**config.mk**
```make
export PLATFORM = sky130hd
export DESIGN_NAME = pipeline_ctrl
export DESIGN_NICKNAME = d
export VERILOG_FILES = /design/src/rtl/pipeline_pkg.sv /design/src/rtl/sat_counter.sv /design/src/rtl/pipeline_ctrl.sv
export SDC_FILE = /design/constraint.sdc
export NUM_CORES = 1
export LEC_CHECK = 0
export CORE_ASPECT_RATIO = 1.2
export CORE_MARGIN = 2
export CORE_UTILIZATION = 49
export CTS_CLUSTER_DIAMETER = 100
export DETAILED_ROUTE_END_ITERATION = 10
export PLACE_DENSITY = 0.81
export SYNTH_ARGS = -nofsm -noshare
export SYNTH_HDL_FRONTEND = slang
export SYNTH_SLANG_ARGS = --single-unit
```
**constraint.sdc**
```tcl
create_clock -name i_clk -period 2.73 [get_ports i_clk]
set_clock_uncertainty 0.2 [all_clocks]
set_input_delay 0.546 -clock i_clk [delete_from_list [all_inputs] [get_ports i_clk]]
set_output_delay 0.546 -clock i_clk [all_outputs]
set_load 0.05 [all_outputs]
```
**src/rtl/pipeline_pkg.sv**
```systemverilog
// ---------------------------------------------------------------------------
// pipeline_pkg
// Shared definitions for the pipeline control slice.
//   ctrl_state_e     : control FSM encoding (RUN / MEM_WAIT / HALT)
//   DEFAULT_TIMEOUT  : default number of MEM_WAIT cycles tolerated before HALT
// ---------------------------------------------------------------------------
package pipeline_pkg;

  typedef enum logic [1:0] {
    RUN      = 2'd0,
    MEM_WAIT = 2'd1,
    HALT     = 2'd2
  } ctrl_state_e;

  localparam int DEFAULT_TIMEOUT = 1024;

endpackage

```
**src/rtl/sat_counter.sv**
```systemverilog
// ---------------------------------------------------------------------------
// sat_counter
// Up-counter that sticks at all-ones instead of wrapping.
// Ports:
//   i_clk    : clock, rising edge
//   i_arst_n : asynchronous active-low clear
//   i_inc    : add one this cycle (ignored once saturated)
//   o_cnt    : current count, W bits
// ---------------------------------------------------------------------------
module sat_counter #(
  parameter int W = 32
) (
  input  logic         i_clk,
  input  logic         i_arst_n,
  input  logic         i_inc,
  output logic [W-1:0] o_cnt
);

  localparam logic [W-1:0] CNT_MAX = {W{1'b1}};
  localparam logic [W-1:0] CNT_ONE = W'(1);

  always_ff @(posedge i_clk or negedge i_arst_n) begin
    if (!i_arst_n) begin
      o_cnt <= '0;
    end else if (i_inc && (o_cnt != CNT_MAX)) begin
      o_cnt <= o_cnt + CNT_ONE;
    end
  end

endmodule

```
**src/rtl/pipeline_ctrl.sv**
```systemverilog
// ---------------------------------------------------------------------------
// pipeline_ctrl
// Hazard and stall controller for a 5-stage in-order pipeline.
// Detects load-use hazards, applies EX-resolved redirects, freezes the whole
// pipeline while a data-memory access is outstanding and halts for good if the
// memory does not answer within TIMEOUT wait cycles.
// Ports:
//   i_clk, i_arst_n            : clock (rising edge), async active-low reset
//   i_id_rs1_addr/rs2_addr     : source registers of the ID instruction
//   i_id_rs1_used/rs2_used     : the ID instruction actually reads rs1 / rs2
//   i_ex_rd_addr               : destination register of the EX instruction
//   i_ex_mem_read              : the EX instruction is a load
//   i_ex_redirect              : taken branch / JAL / JALR resolved in EX
//   i_mem_req, i_mem_ready     : MEM-stage access request / completion
//   o_pc_stall .. o_ex_mem_stall : hold PC / stage registers
//   o_if_id_flush, o_id_ex_flush : load a bubble into IF/ID / ID/EX
//   o_mem_wb_bubble            : write a bubble into MEM/WB
//   o_state                    : current FSM state
//   o_stall_cnt, o_flush_cnt   : saturating performance counters
//   o_mem_timeout              : sticky memory-timeout flag
// ---------------------------------------------------------------------------
module pipeline_ctrl
  import pipeline_pkg::*;
#(
  parameter int CNT_W   = 32,
  parameter int TIMEOUT = DEFAULT_TIMEOUT
) (
  input  logic             i_clk,
  input  logic             i_arst_n,
  input  logic [4:0]       i_id_rs1_addr,
  input  logic [4:0]       i_id_rs2_addr,
  input  logic             i_id_rs1_used,
  input  logic             i_id_rs2_used,
  input  logic [4:0]       i_ex_rd_addr,
  input  logic             i_ex_mem_read,
  input  logic             i_ex_redirect,
  input  logic             i_mem_req,
  input  logic             i_mem_ready,
  output logic             o_pc_stall,
  output logic             o_if_id_stall,
  output logic             o_id_ex_stall,
  output logic             o_ex_mem_stall,
  output logic             o_if_id_flush,
  output logic             o_id_ex_flush,
  output logic             o_mem_wb_bubble,
  output logic [1:0]       o_state,
  output logic [CNT_W-1:0] o_stall_cnt,
  output logic [CNT_W-1:0] o_flush_cnt,
  output logic             o_mem_timeout
);

  // The wait counter only has to reach TIMEOUT-1, so size it for that value.
  localparam int WAIT_W = (TIMEOUT > 1) ? $clog2(TIMEOUT) : 1;
  localparam logic [WAIT_W-1:0] WAIT_LAST = WAIT_W'(TIMEOUT - 1);
  localparam logic [WAIT_W-1:0] WAIT_ONE  = WAIT_W'(1);

  ctrl_state_e       state;
  ctrl_state_e       state_nxt;
  logic [WAIT_W-1:0] wait_cnt;
  logic              timeout_q;

  logic lu;
  logic mm;
  logic wait_done;
  logic freeze;
  logic redirect_apply;
  logic lu_apply;

  // x0 is hard-wired to zero, so a load targeting it can never cause a hazard.
  assign lu = i_ex_mem_read && (i_ex_rd_addr != 5'd0) &&
              ((i_id_rs1_used && (i_id_rs1_addr == i_ex_rd_addr)) ||
               (i_id_rs2_used && (i_id_rs2_addr == i_ex_rd_addr)));

  assign mm        = i_mem_req && !i_mem_ready;
  assign wait_done = (wait_cnt == WAIT_LAST);

  // Next-state logic: HALT is a trap only reset can release.
  always_comb begin
    state_nxt = state;
    case (state)
      RUN:      if (mm) state_nxt = MEM_WAIT;
      MEM_WAIT: begin
        if (i_mem_ready)    state_nxt = RUN;
        else if (wait_done) state_nxt = HALT;
      end
      HALT:     state_nxt = HALT;
      default:  state_nxt = RUN;
    endcase
  end

  // State register, wait counter and sticky timeout flag. The wait counter
  // starts from zero on entry so the first MEM_WAIT cycle counts as cycle 0.
  always_ff @(posedge i_clk or negedge i_arst_n) begin
    if (!i_arst_n) begin
      state     <= RUN;
      wait_cnt  <= '0;
      timeout_q <= 1'b0;
    end else begin
      state <= state_nxt;
      if ((state == RUN) && (state_nxt == MEM_WAIT)) begin
        wait_cnt <= '0;
      end else if ((state == MEM_WAIT) && !wait_done) begin
        wait_cnt <= wait_cnt + WAIT_ONE;
      end
      if ((state == MEM_WAIT) && (state_nxt == HALT)) begin
        timeout_q <= 1'b1;
      end
    end
  end

  // Freeze covers the miss cycle in RUN, every unanswered wait cycle and all
  // of HALT. The cycle in which memory answers is a normal cycle, so a
  // redirect or load-use held across the wait is applied exactly then.
  always_comb begin
    freeze = 1'b0;
    case (state)
      RUN:      freeze = mm;
      MEM_WAIT: freeze = !i_mem_ready;
      HALT:     freeze = 1'b1;
      default:  freeze = 1'b0;
    endcase
  end

  // Priority: freeze, then redirect (it discards the ID instruction, which
  // makes any load-use on it moot), then load-use.
  assign redirect_apply = !freeze && i_ex_redirect;
  assign lu_apply       = !freeze && !i_ex_redirect && lu;

  // Control outputs are gated by reset so nothing moves while it is held.
  always_comb begin
    o_pc_stall      = 1'b0;
    o_if_id_stall   = 1'b0;
    o_id_ex_stall   = 1'b0;
    o_ex_mem_stall  = 1'b0;
    o_if_id_flush   = 1'b0;
    o_id_ex_flush   = 1'b0;
    o_mem_wb_bubble = 1'b0;
    if (i_arst_n) begin
      if (freeze) begin
        o_pc_stall      = 1'b1;
        o_if_id_stall   = 1'b1;
        o_id_ex_stall   = 1'b1;
        o_ex_mem_stall  = 1'b1;
        o_mem_wb_bubble = 1'b1;
      end else if (redirect_apply) begin
        o_if_id_flush = 1'b1;
        o_id_ex_flush = 1'b1;
      end else if (lu_apply) begin
        o_pc_stall    = 1'b1;
        o_if_id_stall = 1'b1;
        o_id_ex_flush = 1'b1;
      end
    end
  end

  assign o_state       = state;
  assign o_mem_timeout = timeout_q;

  sat_counter #(.W(CNT_W)) u_stall_cnt (
    .i_clk    (i_clk),
    .i_arst_n (i_arst_n),
    .i_inc    (freeze || lu_apply),
    .o_cnt    (o_stall_cnt)
  );

  sat_counter #(.W(CNT_W)) u_flush_cnt (
    .i_clk    (i_clk),
    .i_arst_n (i_arst_n),
    .i_inc    (redirect_apply),
    .o_cnt    (o_flush_cnt)
  );

endmodule
```
* Word level (Yosys, flattened, before mapping)
Index checks and enable logic that the tools add are counted.
** Word-level totals
- Flip-flop bits (word level) :: 77
- Input bits :: 23
- Output and inout bits :: 74
- Logic and storage cells :: 58
** Operators by class
- $add $sub $neg :: 3
- Equality and inequality tests :: 9
- Multiplexer cells :: 19
- Reduce and logical (&&, ||, !) cells :: 22
** Operators by type and width (number)
- $add A32 B1 Y32 const B :: 2
- $ne A32 B32 Y1 const B :: 2
- $mux W10 :: 2
- $logic_and A1 B1 Y1 :: 13
- $mux W1 :: 12
- $add A10 B1 Y10 const B :: 1
- $eq A10 B10 Y1 const B :: 1
- $eq A5 B5 Y1 :: 2
- $mux W2 :: 3
- $pmux W2 S3 :: 1
- $reduce_bool A5 Y1 :: 1
- $eq A2 B1 Y1 const B :: 2
- $eq A2 B2 Y1 const B :: 2
- $logic_not A1 Y1 :: 4
- $pmux W1 S3 :: 1
- $logic_not A2 Y1 :: 1
- $logic_or A1 B1 Y1 :: 2
- $reduce_bool A2 Y1 :: 1

* Longest topological paths before layout
Gate-level depths: netlist (run 1).
- Depth after elaboration :: 10
- Gate-level depth with buffers :: 9

* Cells and area by module
Synthesis (run 1) repeated with hierarchy kept, for this count alone.
** Unflattened totals
- Cells, all modules :: 401
- Area total of the unflattened synthesis :: 4140.2 um^2
** Modules (own cells, without submodules)
- sat_counter :: times used 2, cells each 151, area each 1624.1 um^2
- pipeline_ctrl :: times used 1, cells each 99, area each 892.1 um^2

* Worst setup path before layout (run 1)
No wires, ideal clock.
- Path type :: input-to-output
- Start point :: input i_ex_rd_addr[3]
- End point :: output o_pc_stall
- Arrival time :: 2466 ps
- Required time :: 1984 ps
- Setup slack :: -482 ps
- Stages on the path :: 7
- Cells stage by stage :: xor2_1 -> nor4_1 -> a32oi_1 -> o21ai_1 -> clkbuf_1 -> and2_1 -> buf_4
** Between the ends
- Longest elaborated chain between the ends :: 9
- Elaborated cells between the ends (all ways) :: 13
** RTL lines
- start: declaration :: line pipeline_ctrl.sv:34 : input logic [4:0] i_ex_rd_addr,
- $eq A5 B5 Y1, on equally long branches :: line pipeline_ctrl.sv:71, pipeline_ctrl.sv:72
- $logic_and A1 B1 Y1, on equally long branches :: line pipeline_ctrl.sv:71, pipeline_ctrl.sv:72
- $logic_or A1 B1 Y1 :: line pipeline_ctrl.sv:71 : ((i_id_rs1_used && (i_id_rs1_addr == i_ex_rd_addr)) ||
- $logic_and A1 B1 Y1 (*) :: line pipeline_ctrl.sv:70 : assign lu = i_ex_mem_read && (i_ex_rd_addr != 5'd0) &&
- $logic_and A1 B1 Y1 (*) :: line pipeline_ctrl.sv:127 : assign lu_apply = !freeze && !i_ex_redirect && lu;
- $mux W1 (*) (4 in series)
- end: declaration :: line pipeline_ctrl.sv:39 : output logic o_pc_stall,
Mark *: on every way between the ends. The rest lies on a longest branch, timed or not.

* Worst setup path in the final report (run 1)
- Start point :: input i_id_rs1_addr[3]
- End point :: output o_if_id_stall
** Between the ends
- Longest elaborated chain between the ends :: 9
** RTL lines
- start: declaration :: line pipeline_ctrl.sv:30 : input logic [4:0] i_id_rs1_addr,
- $eq A5 B5 Y1 :: line pipeline_ctrl.sv:71
- $logic_and A1 B1 Y1 :: line pipeline_ctrl.sv:71
- $logic_or A1 B1 Y1 :: line pipeline_ctrl.sv:71
- $logic_and A1 B1 Y1 :: line pipeline_ctrl.sv:70
- $logic_and A1 B1 Y1 :: line pipeline_ctrl.sv:127
- $mux W1 :: line pipeline_ctrl.sv:148 : end else if (lu_apply) begin
- $mux W1 :: line pipeline_ctrl.sv:145 : end else if (redirect_apply) begin
- $mux W1 :: line pipeline_ctrl.sv:139 : if (freeze) begin
- $mux W1 :: line pipeline_ctrl.sv:138 : if (i_arst_n) begin
- end: declaration :: line pipeline_ctrl.sv:40 : output logic o_if_id_stall,
Every way passes these cells.

==> results.md, run 1 <==
- Mean routed wirelength per cell: 16.04 µm
- Critical path peak fanout: 3
- Post-Syn Area: 3837 µm²
- Flop2flop setup slack: 160 ps
- Die height: between 100 and 150 µm
- Seq/Total Area, Yosys: 50.21%
- Drt pass-1 iters: 4
- Worst Setup End Kind: primary output
- Register bit total from synthesis: just under 80
- FFs w/ async S/R, synth: 100.0%
- Failing checks: setup timing
- Cell row count: 35
- Max stage delay on crit path: 340 ps
- R2R Path Start: o_state[0]$_DFF_PN0_
- Leak Pwr: 0.002296 µW
- Total CTS buffers: 9
- # DRC: 0
- Synthesized Nets: 392
- Starting Density: roughly half
- Area fraction of the dominant cell type after synthesis: approximately 50%
- Worst Path Required: 1980 ps
- Actual slew at the worst max-slew pin: roughly 560 ps
- Fmax: 360.8 MHz
- Clock root buffer: clkbuf_8
- Post-synth EDFFs: 0
- Worst-Skew Late Latency: 350 ps
- H-tree Lvls: 3
- First DRT Iteration DRCs: 110
- Critical-path cell list: dlygate4sd2_1, xor2_1, nor4_2, a32oi_2, o21ai_2, and2_4, buf_12
- Routed WL: 9414 µm
- Worst Path Arrival: slightly above 2000 ps
- Synth top cells by count: dfrtp_1 (77), xnor2_1 (52), nand3_1 (34), nor2_1 (29), xor2_1 (28)
- Via-to-Cell Ratio: 5.521
- Clock slew at reported path FFs: 70 ps
- First-pass GRT wire length: 15,450 µm
- Number of global-route vias before repair: 3,285
- Kind of critical path: primary input to primary output
- Hold path endpoint: o_mem_timeout$_DFFE_PN0P_
- Period utilization: 101.5%
- P per Cell Area: roughly 650 nW/µm²
- Nets@finish: 517
- Avg Cell Area, Syn: 10.48 µm²
- Via count: 3,241
- DP Area: 5074 µm²
- Placed Cells: around 570
- Tot GR Track Use: 22.69%
- I/O pin count: 97
- Worst r2r path cells: 6
- YS warnings: 0
- Final hold vios: 0
- Final cell count without fillers: between 500 and 600
- RR Endpoint: u_flush_cnt.o_cnt[31]$_DFFE_PN0P_
- Finished Cell Area: between 5000 and 6000 µm²
- Top-count cell post-synth: dfrtp_1
- Yosys top cell by area: dfrtp_1
- Initial antenna violation count: 0
- Clock buffer depth: 2
- Worst relative slew slack: 62.24%
- RSZ-0062 raised after global routing: yes
- Antenna Nets Post-Route: 0
- Crit-path slowest cell: nor4_2
- Die X: about 85 µm
- Share of cells above drive strength 1: 15.15%
- Clock sinks: 77
- # diodes: 0
- Synth top area cells: dfrtp_1 (50%), xnor2_1 (12%), xor2_1 (6.4%)
- PortBufs: 96
- Area growth from synthesis to layout: 40.30%
- Type of origin of the critical path: primary input
- Library cells used by synthesis: 50
- Setup WS post-layout: -41.60 ps
- Core area: around 7600 µm²
- Min Tclk post-route: roughly 2800 ps
- Hold crit path type: flip-flop to flip-flop
- Peak VDD IR: 0.5920 mV
- Fill count: ~580
- Die area: 8558 µm²
- Largest net degree at the start of global routing: 40
- Status: finished with violations
- Synth Flop Type: dfrtp_1
- Synth Instances: about 370
- Number of max-cap violations: 0
- Hold path depth: 1
- TritonCTS clock tree: done
- Slew Limit Fails: 0
- Place WS: -387.9 ps
- Global placement routability congestion: about 0.9
- Endpoints failing setup: 2
- HPWL Detailed: a little under 7000 µm
- Overflow after GRT: 0
- Hold_sp: o_mem_timeout$_DFFE_PN0P_
==> timing repair <==
action                                 CTS  global route
hold buffers                             1             0
endpoints found under the hold margin    7             0
setup endpoints to repair                9            20
resized for setup                       25            19
buffers inserted                         3             0
pin swaps                                8             7
==> kinds of logic after synthesis <==
family / after synthesis / synth area share [%]
buffers and inverters: 17 / 1.989
flip-flops: 77 / 50.21
AO/OA/AOI/OAI: 17 / 3.750
XOR/XNOR: 80 / 18.26
multiplexers: 3 / 0.8477
adder cells (fa/ha/maj): 3 / 0.9783
AND/OR/NAND/NOR: 169 / 23.97
==> cell type report <==
class | instances | area [µm²] | share of cell area [%]
Multi-Input combinational cell | 272 | 1886 | 35.02
Clock buffer | 10 | 127.6 | 2.370
Sequential cell | 77 | 1927 | 35.79
Timing Repair Buffer | 125 | 1206 | 22.40
Inverter | 6 | 22.52 | 0.4183
Tap cell | 92 | 115.1 | 2.138
Clock inverter | 5 | 100.1 | 1.859
==> routing by layer <==
metal	up-vias	wire, µm	GRT usage (%)
met2	104	4814	39.25
met1	1591	3926	28.20
met4	0	296	10.62
li1	1521	-	-
met5	-	0	0
met3	25	377	3.030
==> stage by stage <==
stage	hold slack, ps	TNS (ps)	total power (µW)	utilization (%)
4_1_cts	278.7	0	3493	69.77
5_1_grt	302.7	-380.8	3634	70.66
6_report	279.1	-82.51	3475	70.66
3_3_place_gp	189.2	-7501	2450	66.58
3_5_place_dp	191.1	-9079	2477	66.58
2_1_floorplan	50.41	-64.40	2064	-
==> sequential cells by signal, indices dropped and copies added, names as in the netlist <==
name / cells
wait_cnt: 10
u_stall_cnt.o_cnt: 32
o_mem_timeout: 1
o_state: 2
u_flush_cnt.o_cnt: 32
==> cells in the final DEF, fill, tap and decap left out, types with 6 or more instances in the layout <==
cell type / n
dfrtp_1: 77
dlygate4sd2_1: 8
buf_6: 6
and3_1: 15
clkbuf_8: 9
buf_4: 28
nand2_1: 27
nand3_1: 34
xnor2_1: 52
clkdlybuf4s50_1: 75
xor2_1: 28
nor3_1: 7
inv_1: 6
nand4_1: 21
and4_1: 6
nor2_1: 29
==> worst max-delay path, delay by kind of cell <==
| kind | cells | cell delay [ps] |
|---|---|---|
| buf+inv | 2 | 380 |
| xor+xnor | 1 | 150 |
| compound gates | 2 | 400 |
| simple gates | 2 | 550 |
==> how the worst max path moves through the flow <==
stage | start | end | slack, ps
2_1_floorplan | i_ex_rd_addr[3] | o_pc_stall | -60
3_3_place_gp | i_ex_rd_addr[1] | u_stall_cnt.o_cnt[14]$_DFFE_PN0P_ | -350
3_5_place_dp | i_ex_rd_addr[1] | u_stall_cnt.o_cnt[14]$_DFFE_PN0P_ | -390
4_1_cts | i_mem_ready | o_if_id_stall | 7
5_1_grt | i_ex_rd_addr[0] | o_if_id_stall | -150
6_report | i_id_rs1_addr[3] | o_if_id_stall | -40
==> power by group <==
group          switching [µW]  leakage, µW  internal, µW
Sequential                164      0.00103          1270
Clock                     413     0.000116           600
Combinational             631      0.00115           395
(Power assumes the default switching activity.)
==> run 2, diff against run 1 <==
--- a/config.mk
+++ b/config.mk
@@ -5,6 +5,7 @@
 export SDC_FILE = /design/constraint.sdc
 export NUM_CORES = 1
 export LEC_CHECK = 0
+export ABC_CLOCK_PERIOD_IN_PS = 2730
 export CORE_ASPECT_RATIO = 1.2
 export CORE_MARGIN = 2
 export CORE_UTILIZATION = 49
==> results of run 2 <==
No change in the layout: final DEF, timing and power equal those of run 1.
==> run 3, diff against run 2 <==
==> constraint.sdc (replaced) <==
create_clock -name i_clk -period 2.73 [get_ports i_clk]
set_clock_uncertainty 0.2 [all_clocks]
set_input_delay 0.546 -clock i_clk [delete_from_list [all_inputs] [get_ports i_clk]]
set_output_delay 0.546 -clock i_clk [all_outputs]
set_load 0.005 [all_outputs]
==> results.md, run 3 (synthesized netlist as in run 1, its figures left out) <==
- Sequential power share: 47.4% (was 41.3%)
- Die height: 100.9 µm (unchanged)
- Net Sw Power: 823.0 µW (was 1209 µW)
- Min Tclk post-route: 2708 ps (was 2772 ps)
- Worst relative slew slack: 64.53% (was 62.24%)
- Final hold vios: 0 (unchanged)
- Commonest cells after routing, fill and taps aside: dfrtp_1 (77), clkdlybuf4s50_1 (74), xnor2_1 (52) (was dfrtp_1 (77), clkdlybuf4s50_1 (75), xnor2_1 (52))
- Hold WS: 62.33 ps (was 279.1 ps)
- # diodes: 0 (unchanged)
- Cell row count: 35 (unchanged)
- P per Cell Area: 563.5 nW/µm² (was 645.5 nW/µm²)
- DP Area: 5045 µm² (was 5074 µm²)
- Area growth from synthesis to layout: 39.71% (was 40.30%)
- Placed Cells: 568 (unchanged)
- Overflow after GRT: 0 (unchanged)
- Mean routed wirelength per cell: 15.66 µm (was 16.04 µm)
- Logic gate share of total power: 21.7% (was 29.5%)
- RSZ-0062 raised after global routing: yes (unchanged)
- Worst Path Required: 2760 ps (was 1980 ps)
- Period utilization: 99.19% (was 101.5%)
- PortBufs: 96 (unchanged)
- Drt pass-1 iters: 4 (unchanged)
- Clock buffer depth: 2 (unchanged)
- Clk pwr share: 31.0% (was 29.2%)
- H-tree Lvls: 3 (unchanged)
- Clock root buffer: clkbuf_8 (unchanged)
- Slew Limit Fails: 0 (unchanged)
- Type of origin of the critical path: primary input (unchanged)
- Critical path peak fanout: 25 (was 3)
- Antenna Nets Post-Route: 0 (unchanged)
- First-pass GRT wire length: 15,000 µm (was 15,450 µm)
- Crit-path slowest cell: or4_4 (was nor4_2)
- Tot GR Track Use: 21.94% (was 22.69%)
- Leak Pwr: 0.002322 µW (was 0.002296 µW)
- Critical-path cell list: clkdlybuf4s15_1, or4_4, o211ai_1, o21ai_1, buf_4, buf_4, buf_4, buf_4, buf_6, nand2_2, mux2_2 (was dlygate4sd2_1, xor2_1, nor4_2, a32oi_2, o21ai_2, and2_4, buf_12)
- Number of max-cap violations: 0 (unchanged)
- Commonest non-fill, non-tap cell in the layout: dfrtp_1 (unchanged)
- # DRC: 0 (unchanged)
- Worst Setup End Kind: flip-flop (was primary output)
- Post-layout power: 3021 µW (was 3475 µW)
- Top Registers: u_flush_cnt.o_cnt: 32 flops, u_stall_cnt.o_cnt: 32 flops, wait_cnt: 10 flops (unchanged)
- Actual slew at the worst max-slew pin: 527.1 ps (was 564.6 ps)
- Final cell count without fillers: 593 (was 587)
- Global placement routability congestion: 0.8679 (was 0.8956)
- Most Frequent Cell on Critical Path: buf_4
- Worst-Skew Late Latency: 340 ps (was 350 ps)
- Max stage delay on crit path: 440 ps (was 340 ps)
- Initial antenna violation count: 0 (unchanged)
- Total CTS buffers: 9 (unchanged)
- Worst Path Arrival: 2740 ps (was 2030 ps)
- Status: finished clean (was finished with violations)
- Via count: 3,210 (was 3,241)
- Hold crit path type: primary input to async pin (was flip-flop to flip-flop)
- I/O pin count: 97 (unchanged)
- Largest net degree at the start of global routing: 43 (was 40)
- Peak VDD IR: 0.3615 mV (was 0.5920 mV)
- Die area: 8558 µm² (unchanged)
- Core area: 7620 µm² (unchanged)
- Clock sinks: 77 (unchanged)
- Die X: 84.79 µm (unchanged)
- Fmax: 369.3 MHz (was 360.8 MHz)
- HPWL Detailed: 6588 µm (was 6853 µm)
- Via-to-Cell Ratio: 5.413 (was 5.521)
- Number of global-route vias before repair: 3,143 (was 3,285)
- First DRT Iteration DRCs: 84 (was 110)
- Sw frac: 27.24% (was 34.77%)
- Share of cells above drive strength 1: 16.37% (was 15.15%)
- TritonCTS clock tree: done (unchanged)
- Routed WL: 9286 µm (was 9414 µm)
- Int Pwr: 2198 µW (was 2267 µW)
- Nets@finish: 523 (was 517)
- Clock slew at reported path FFs: 80 ps (was 70 ps)
- Starting Density: 50.36% (unchanged)
- Endpoints failing setup: 0 (was 2)
- Finished Cell Area: 5361 µm² (was 5384 µm²)
- Setup TNS: 0 ps (was -82.51 ps)
- Kind of critical path: primary input to flip-flop (was primary input to primary output)
run 3: cell count changes in the layout (fill, tap and decap cells not counted), sizes merged, moves of 2 or more:
cell           previous run  this run
clkdlybuf4s15             0         5
dlygate4sd2               8         4
buf                      39        42
clkbuf                   11        13
dlymetal6s2s              1         3
run 3: cell type report:
class | count | area (µm²)
fill | 600 | 2258
sequential | 77 | 1927
multi-input combinational | 272 | 1886
timing repair buffer | 131 | 1199
clock buffer | 10 | 137.6
tap | 92 | 115.1
clock inverter | 5 | 75.07
inverter | 6 | 22.52
run 3: routing by layer:
layer | up-vias | global-route usage (%) | share of wire, %
met5 | - | 0 | 0
met4 | 0 | 8.547 | 2.0
met3 | 20 | 5.242 | 5.7
met2 | 115 | 37.31 | 51
met1 | 1541 | 27.09 | 41
li1 | 1534 | - | -
run 3: final timing paths:
check                                                      start                                end  slack, ps  cells past startpoint
min in group i_clk                     o_mem_timeout$_DFFE_PN0P_          o_mem_timeout$_DFFE_PN0P_        280                      1
worst min register to register         o_mem_timeout$_DFFE_PN0P_          o_mem_timeout$_DFFE_PN0P_        280                      1
worst min-delay path                                    i_arst_n  u_stall_cnt.o_cnt[12]$_DFFE_PN0P_         60                      2
worst max register to register  u_stall_cnt.o_cnt[1]$_DFFE_PN0P_  u_stall_cnt.o_cnt[20]$_DFFE_PN0P_        210                      7
worst max-delay path                             i_ex_rd_addr[1]   u_stall_cnt.o_cnt[1]$_DFFE_PN0P_         20                     11
max in group asynchronous                               i_arst_n   u_flush_cnt.o_cnt[0]$_DFFE_PN0P_       1860                      2
run 3: per-stage QoR:
step | util, % | setup slack [ps]
after floorplan | - | 32.17
after global placement | 66.21 | -592.7
after detailed placement | 66.21 | -650.0
after CTS | 70.00 | 0.05662
after global routing | 70.36 | -49.99
final | 70.36 | 22.06
run 3: repair_timing:
action	in CTS	in global routing
gates resized for setup	44	24
hold buffers	0	0
setup endpoints to repair	9	36
pin swaps	13	10
setup buffers	10	1
gates cloned	0	0
run 3: power groups by stage:
stage	Sequential (µW)	Combinational [µW]	Clock (µW)
final	1430	654	936
after global routing	1460	719	1010
after CTS	1430	656	953
after detailed placement	1450	644	0
after global placement	1440	611	0
after floorplan	1440	237	0
run 3: critical path, delay by kind of cell:
kind / cells / cell delay (ps)
AND/OR/NAND/NOR: 2 / 520
multiplexers: 1 / 320
buffers and inverters: 6 / 900
AO/OA/AOI/OAI: 2 / 450
